--- src/rtl/pc16_ctrl_if.sv ---
// Fetch/command bundle between decode, the PC sequencer and instruction memory.
// master = decode/memory side driving commands and fetch_ready; slave = sequencer.
interface pc16_ctrl_if #(
  parameter int WIDTH = 16
);
  logic [WIDTH-1:0] in;
  logic             load;
  logic             inc;
  logic             call;
  logic             ret;
  logic             clr;
  logic             fetch_ready;
  logic [WIDTH-1:0] out;
  logic             fetch_valid;
  logic             stack_full;
  logic             stack_empty;
  logic             err;

  modport master (
    output in, load, inc, call, ret, clr, fetch_ready,
    input  out, fetch_valid, stack_full, stack_empty, err
  );

  modport slave (
    input  in, load, inc, call, ret, clr, fetch_ready,
    output out, fetch_valid, stack_full, stack_empty, err
  );
endinterface

--- src/rtl/pc16_ctrl.sv ---
// Program-counter sequencer: FETCH presents out until fetch_ready, EXEC applies one command.
// Two cycles minimum per instruction; a stalled fetch holds out and ignores commands.
module pc16_ctrl #(
  parameter int               WIDTH        = 16,
  parameter int               STACK_DEPTH  = 4,
  parameter logic [WIDTH-1:0] RESET_VECTOR = '0
) (
  input logic        clk,
  input logic        reset_n,
  pc16_ctrl_if.slave bus
);
  localparam int PW = $clog2(STACK_DEPTH);
  localparam int CW = PW + 1;
  localparam logic [CW-1:0] FULL_CNT = CW'(STACK_DEPTH);

  typedef enum logic [1:0] {RST, FETCH, EXEC} state_t;

  state_t           state;
  state_t           state_nxt;
  logic [WIDTH-1:0] pc;
  logic [WIDTH-1:0] pc_nxt;
  logic [WIDTH-1:0] pc_inc;
  logic [CW-1:0]    cnt;
  logic [CW-1:0]    cnt_nxt;
  logic [PW-1:0]    top_idx;
  logic             err_q;
  logic             err_nxt;
  logic             push;
  logic             full;
  logic             empty;
  logic [WIDTH-1:0] stack [STACK_DEPTH];

  // One shared incrementer feeds inc, the call return address and the over/underflow skip.
  assign pc_inc  = pc + WIDTH'(1);
  assign full    = (cnt == FULL_CNT);
  assign empty   = (cnt == '0);
  assign top_idx = cnt[PW-1:0] - PW'(1);

  always_ff @(posedge clk or negedge reset_n) begin
    if (!reset_n) begin
      state <= RST;
    end else begin
      state <= state_nxt;
    end
  end

  always_comb begin
    state_nxt = state;
    case (state)
      RST:     state_nxt = FETCH;
      FETCH:   if (bus.fetch_ready) state_nxt = EXEC;
      EXEC:    state_nxt = FETCH;
      default: state_nxt = RST;
    endcase
  end

  always_comb begin
    bus.fetch_valid = (state == FETCH);
    bus.out         = pc;
    bus.stack_full  = full;
    bus.stack_empty = empty;
    bus.err         = err_q;
  end

  always_comb begin
    pc_nxt  = pc;
    cnt_nxt = cnt;
    err_nxt = err_q;
    push    = 1'b0;
    if (state == EXEC) begin
      if (bus.clr) begin
        pc_nxt  = RESET_VECTOR;
        cnt_nxt = '0;
        err_nxt = 1'b0;
      end else if (bus.load) begin
        pc_nxt = bus.in;
      end else if (bus.call) begin
        if (!full) begin
          push    = 1'b1;
          cnt_nxt = cnt + CW'(1);
          pc_nxt  = bus.in;
        end else begin
          pc_nxt  = pc_inc;
          err_nxt = 1'b1;
        end
      end else if (bus.ret) begin
        if (!empty) begin
          pc_nxt  = stack[top_idx];
          cnt_nxt = cnt - CW'(1);
        end else begin
          pc_nxt  = pc_inc;
          err_nxt = 1'b1;
        end
      end else if (bus.inc) begin
        pc_nxt = pc_inc;
      end
    end
  end

  always_ff @(posedge clk or negedge reset_n) begin
    if (!reset_n) begin
      pc    <= RESET_VECTOR;
      cnt   <= '0;
      err_q <= 1'b0;
    end else begin
      pc    <= pc_nxt;
      cnt   <= cnt_nxt;
      err_q <= err_nxt;
    end
  end

  // Entries above the count are dead, so the storage needs no reset.
  always_ff @(posedge clk) begin
    if (push) begin
      stack[cnt[PW-1:0]] <= pc_inc;
    end
  end
endmodule

--- src/flat_wrapper.sv ---
// flat-port wrapper written by rule: the top's interface ports become plain ports
module pc16_ctrl_flat 
#(
  parameter int               WIDTH        = 16,
  parameter int               STACK_DEPTH  = 4,
  parameter logic [WIDTH-1:0] RESET_VECTOR = '0
)
  (clk, reset_n, bus_in, bus_load, bus_inc, bus_call, bus_ret, bus_clr, bus_fetch_ready, bus_out, bus_fetch_valid, bus_stack_full, bus_stack_empty, bus_err);
  pc16_ctrl_if #(.WIDTH(WIDTH)) bus_i ();
  input logic clk;
  input logic reset_n;
  input wire logic [$bits(bus_i.in)-1:0] bus_in;
  input wire logic [$bits(bus_i.load)-1:0] bus_load;
  input wire logic [$bits(bus_i.inc)-1:0] bus_inc;
  input wire logic [$bits(bus_i.call)-1:0] bus_call;
  input wire logic [$bits(bus_i.ret)-1:0] bus_ret;
  input wire logic [$bits(bus_i.clr)-1:0] bus_clr;
  input wire logic [$bits(bus_i.fetch_ready)-1:0] bus_fetch_ready;
  output wire logic [$bits(bus_i.out)-1:0] bus_out;
  output wire logic [$bits(bus_i.fetch_valid)-1:0] bus_fetch_valid;
  output wire logic [$bits(bus_i.stack_full)-1:0] bus_stack_full;
  output wire logic [$bits(bus_i.stack_empty)-1:0] bus_stack_empty;
  output wire logic [$bits(bus_i.err)-1:0] bus_err;
  assign bus_i.in = bus_in;
  assign bus_i.load = bus_load;
  assign bus_i.inc = bus_inc;
  assign bus_i.call = bus_call;
  assign bus_i.ret = bus_ret;
  assign bus_i.clr = bus_clr;
  assign bus_i.fetch_ready = bus_fetch_ready;
  assign bus_out = bus_i.out;
  assign bus_fetch_valid = bus_i.fetch_valid;
  assign bus_stack_full = bus_i.stack_full;
  assign bus_stack_empty = bus_i.stack_empty;
  assign bus_err = bus_i.err;
  pc16_ctrl #(.WIDTH(WIDTH), .STACK_DEPTH(STACK_DEPTH), .RESET_VECTOR(RESET_VECTOR)) u_core (.clk(clk), .reset_n(reset_n), .bus(bus_i));
endmodule
--- config.mk ---
export PLATFORM = sky130hd
export DESIGN_NAME = pc16_ctrl_flat
export DESIGN_NICKNAME = d
export VERILOG_FILES = /design/src/rtl/pc16_ctrl_if.sv /design/src/rtl/pc16_ctrl.sv /design/src/flat_wrapper.sv
export SDC_FILE = /design/constraint.sdc
export NUM_CORES = 1
export LEC_CHECK = 0
export ABC_AREA = 0
export BUFFER_PORTS_ARGS = -buffer_cell sky130_fd_sc_hd__buf_2
export CAP_MARGIN = 20
export CORE_UTILIZATION = 50
export DETAILED_ROUTE_END_ITERATION = 10
export GPL_TIMING_DRIVEN = 0
export PLACE_DENSITY = 0.74
export SETUP_SLACK_MARGIN = 0.15
export SYNTH_ARGS = -nofsm -noshare
export SYNTH_HDL_FRONTEND = slang
export SYNTH_SLANG_ARGS = --single-unit
export TNS_END_PERCENT = 20
--- constraint.sdc ---
create_clock -name clk -period 4 [get_ports clk]
set_clock_uncertainty 0.2 [all_clocks]
set_input_delay 0.2 -clock clk [delete_from_list [all_inputs] [get_ports clk]]
set_output_delay 0.2 -clock clk [all_outputs]
set_load 0.005 [all_outputs]
==> impl_summary.txt <==
----------------------------------------------------
[Clock network]
  Clock tree root driver cell ... sky130_fd_sc_hd__clkbuf_8
  Maximum count of clock buffers along a single path ... 2
  CTS tree ... yes
  Clock Latency Late Sink ... 350 ps
  Clock sink count ... 86
  Clock-pin slew reported for the worst setup and hold paths after clock tree synthesis ... 90 ps
  Number of CTS-inserted buffers ... 9
  Number of levels in the clock H-tree ... 3

[Routing]
  Avg WL per Cell ... 20.59 um
  Length of the first detailed-routing pass in iterations ... 5
  DR iter-0 viols ... 238
  Post-detailed-route count of antenna-violating nets ... 0
  Via total after detailed routing ... 2801
  Final routed wirelength across all metal layers ... 9471 um
  Number of DRC violations after detailed routing ... 0
  Vias per inst ... 6.089

[Pwr]
  Highest ir drop seen on vdd ... 293.0 uV
  Power density of the placed cells ... 614.0 nW/um2
  Leakage power ... 1.776 nW
  Total power consumption of the routed design ... 2.917 mW

[Yosys]
  Post-synthesis average cell area ... 14.41 um2
  Flop and latch count out of synthesis ... 86
  Cell variety after synth ... 55
  Basic-gate share of the synthesized area counting and, or, nand and nor cells ... 10.98%
  Library cell with the largest summed area after synthesis ... sky130_fd_sc_hd__edfxtp_1
  Leading post-synthesis cells by cell area ... sky130_fd_sc_hd__edfxtp_1, sky130_fd_sc_hd__dfrtp_1, sky130_fd_sc_hd__mux4_2, sky130_fd_sc_hd__a22oi_1, sky130_fd_sc_hd__mux4_1
  FFs w/ async S/R, synth ... 25.58%
  Share of cell area taken by muxes after synthesis ... 9.479%
  Main combinational cell family by area after synthesis ... compound AO/OA/AOI/OAI gates
  Post-synthesis cell area ... 4079 um2
  Complex-gate fraction of the synthesized area ... 11.60%
  Post-synthesis instance total ... 283
  Sequential-to-total area share from yosys stat ... 60.61%
  Area share of the largest cell type after synthesis ... 47.12%
  Number of warnings printed during yosys synthesis ... 0
  Synthesized Nets ... 313
  Area share of xor/xnor cells in the synthesized design ... 2.791%
  Most used flip-flop cell after synthesis ... sky130_fd_sc_hd__edfxtp_1
  Number of flops mapped to enable cells by yosys ... 64
  Arithmetic-cell share of the synthesized area counting full adders, half adders and majority gates ... 2.025%

[Placement]
  Placement Setup Slack ... 422.2 ps
  Number of port buffers ... 43
  Dpl hpwl ... 6414 um
  Placer Congestion ... 0.8571

[Setup path]
  Highest fanout seen on the critical path ... 16
  Crit path kind ... flip-flop to flip-flop
  Startpoint type of the worst setup path ... flip-flop
  Data arrival time of the worst path ... 3340 ps
  Critical Path End Type ... flip-flop
  Data required, critical path ... 3770 ps

[Timing]
  Worst slew margin ... 40.09%
  Final worst slack ... 427.4 ps
  Setup tns final ... 0 ps
  Tcrit/Tclk final ... 89.32%
  Tmin final ... 3573 ps
  Final Setup Violations ... 0
  Number of max-slew violations in the final report ... 0
  Pin slew with the least headroom to its limit ... 898.7 ps
  Number of hold-slack violations in the final timing report ... 0
  Setup repair after global routing missed its margin ... false
  Maximum clock rate ... 0.2799 GHz

[Cells and area]
  Register area ... 2472 um2
  Fill count ... 631
  Diodes inserted ... 0
  Area occupied by multi-input gates ... 1505 um2
  Synth-to-Final Area Change ... 16.47%
  Nets ... 383
  Highest-count cells in the layout ignoring fill and taps ... sky130_fd_sc_hd__edfxtp_1, sky130_fd_sc_hd__buf_2, sky130_fd_sc_hd__dfrtp_1, sky130_fd_sc_hd__nand2_1, sky130_fd_sc_hd__dlygate4sd3_1
  Leading cell type in the layout, fill and taps excluded ... sky130_fd_sc_hd__edfxtp_1
  Share of cells above drive strength 1 ... 25.70%

[Floorplan]
  Top-level I/O count ... 44
  Height of the chip ... 92.32 um
  Die area ... 8523 um2
  Initial cell density of the core ... 52.24%
  Placement row count ... 32
  Die width ... 92.32 um
  Core Footprint ... 7807 um2

[GRT]
  Initial antenna violation count ... 0
  Pin count of the biggest net entering global routing ... 23
  Overall global routing resource usage ... 23.78%
  Vias in the first global route ... 2718
  Global-route wire length before repair ... 14830 um
  Aggregate global routing overflow ... 0

[Flow run]
  Number of maximum-capacitance constraint violations ... 0

[Status]
  Run status ... completed

[Hold path]
  Worst min-delay path class ... input port to flip-flop

----------------------------------------------------
==> per-stage QoR <==
stage	util (%)	hold slack, ps	std cells	instance area [um2]
3_5_place_dp	56.63	19.05	428	4422
4_1_cts	60.83	28.02	460	4750
6_report	60.85	45.06	460	4751
3_3_place_gp	56.63	19.95	428	4422
5_1_grt	60.85	54.70	460	4751
2_1_floorplan	-	-295.6	283	4079
==> layout make-up <==
cell class	count	share of cell area [%]
Sequential cell	86	52.04
Clock buffer	12	3.055
Multi-Input combinational cell	176	31.68
Timing Repair Buffer	59	7.901
Inverter	10	0.7901
Buffer	11	1.370
Clock inverter	4	0.4741
Tap cell	102	2.686
==> critical path, cell delays in order (launching register included) <==
cell,delay (ps)
sky130_fd_sc_hd__dfrtp_1,400
sky130_fd_sc_hd__buf_6,200
sky130_fd_sc_hd__buf_4,260
sky130_fd_sc_hd__inv_1,130
sky130_fd_sc_hd__ha_1,310
sky130_fd_sc_hd__nand2_1,140
sky130_fd_sc_hd__nand2_1,230
sky130_fd_sc_hd__nor4_1,510
sky130_fd_sc_hd__and2_1,800
==> path summary, 6_finish.rpt <==
path,endpoint,slack [ps],from,cells past startpoint
max,u_core.stack[1][1]$_DFFE_PP_,430,u_core.cnt[0]$_DFFE_PN0P_,8
min,u_core.bus.out[15]$_DFFE_PN0P_,50,bus_in[15],4
max reg2reg,u_core.stack[1][1]$_DFFE_PP_,430,u_core.cnt[0]$_DFFE_PN0P_,8
min reg2reg,u_core.state[0]$_DFFE_PN0P_,310,u_core.state[0]$_DFFE_PN0P_,1
max in group asynchronous,u_core.bus.out[3]$_DFFE_PN0P_,3050,reset_n,2
min in group asynchronous,u_core.state[1]$_DFFE_PN0P_,160,reset_n,2
==> flip-flops by register name, indices dropped and copies added, names as in the netlist <==
register,flops
u_core.bus.out,16
u_core.state,2
u_core.cnt,3
u_core.stack,64
u_core.bus.err,1
==> synth_stat cells (4+ instances only) <==
library cell	n
sky130_fd_sc_hd__ha_1	5
sky130_fd_sc_hd__and2_1	8
sky130_fd_sc_hd__mux4_2	13
sky130_fd_sc_hd__a22oi_1	11
sky130_fd_sc_hd__o21ai_1	4
sky130_fd_sc_hd__a21o_1	4
sky130_fd_sc_hd__dfrtp_1	22
sky130_fd_sc_hd__xnor2_1	7
sky130_fd_sc_hd__inv_1	9
sky130_fd_sc_hd__xor2_1	6
sky130_fd_sc_hd__nor2_1	14
sky130_fd_sc_hd__a21oi_1	4
sky130_fd_sc_hd__nor3_1	6
sky130_fd_sc_hd__buf_2	6
sky130_fd_sc_hd__a221o_1	4
sky130_fd_sc_hd__o221ai_1	7
sky130_fd_sc_hd__o21ai_0	9
sky130_fd_sc_hd__nand2_1	19
sky130_fd_sc_hd__a31oi_1	4
sky130_fd_sc_hd__nand3_1	7
sky130_fd_sc_hd__edfxtp_1	64
==> layer usage <==
layer / GRT usage [%] / vias to the layer above / wire length (um)
met3: 4.105 / 17 / 591
li1: - / 1260 / -
met5: 0 / - / 0
met4: 7.422 / 0 / 154
met2: 38.64 / 108 / 4702
met1: 32.86 / 1416 / 4023
==> report_power, final <==
part	internal (mW)	switching [mW]	total, mW
combinational	0.495	0.607	1.10
sequential	1.14	0.137	1.28
clock	0.239	0.295	0.534
total	1.88	1.04	2.92
==> cells by family after synthesis <==
group                      Yosys count
muxes                               17
adders and majority gates            6
xor gates and xnor gates            13
AOI/OAI and AO/OA                   62
buffers and inverters               21
DFF                                 86
and+or+nand+nor                     78
==> repair_timing <==
| item | in CTS | in global routing |
|---|---|---|
| resized for setup | 0 | 1 |
| hold buffers | 16 | 0 |
| setup buffers | 0 | 0 |
| endpoints found under the setup margin | 0 | 15 |
| hold endpoints to repair | 38 | 0 |
No activity file was read; power rests on OpenSTA's default activity.
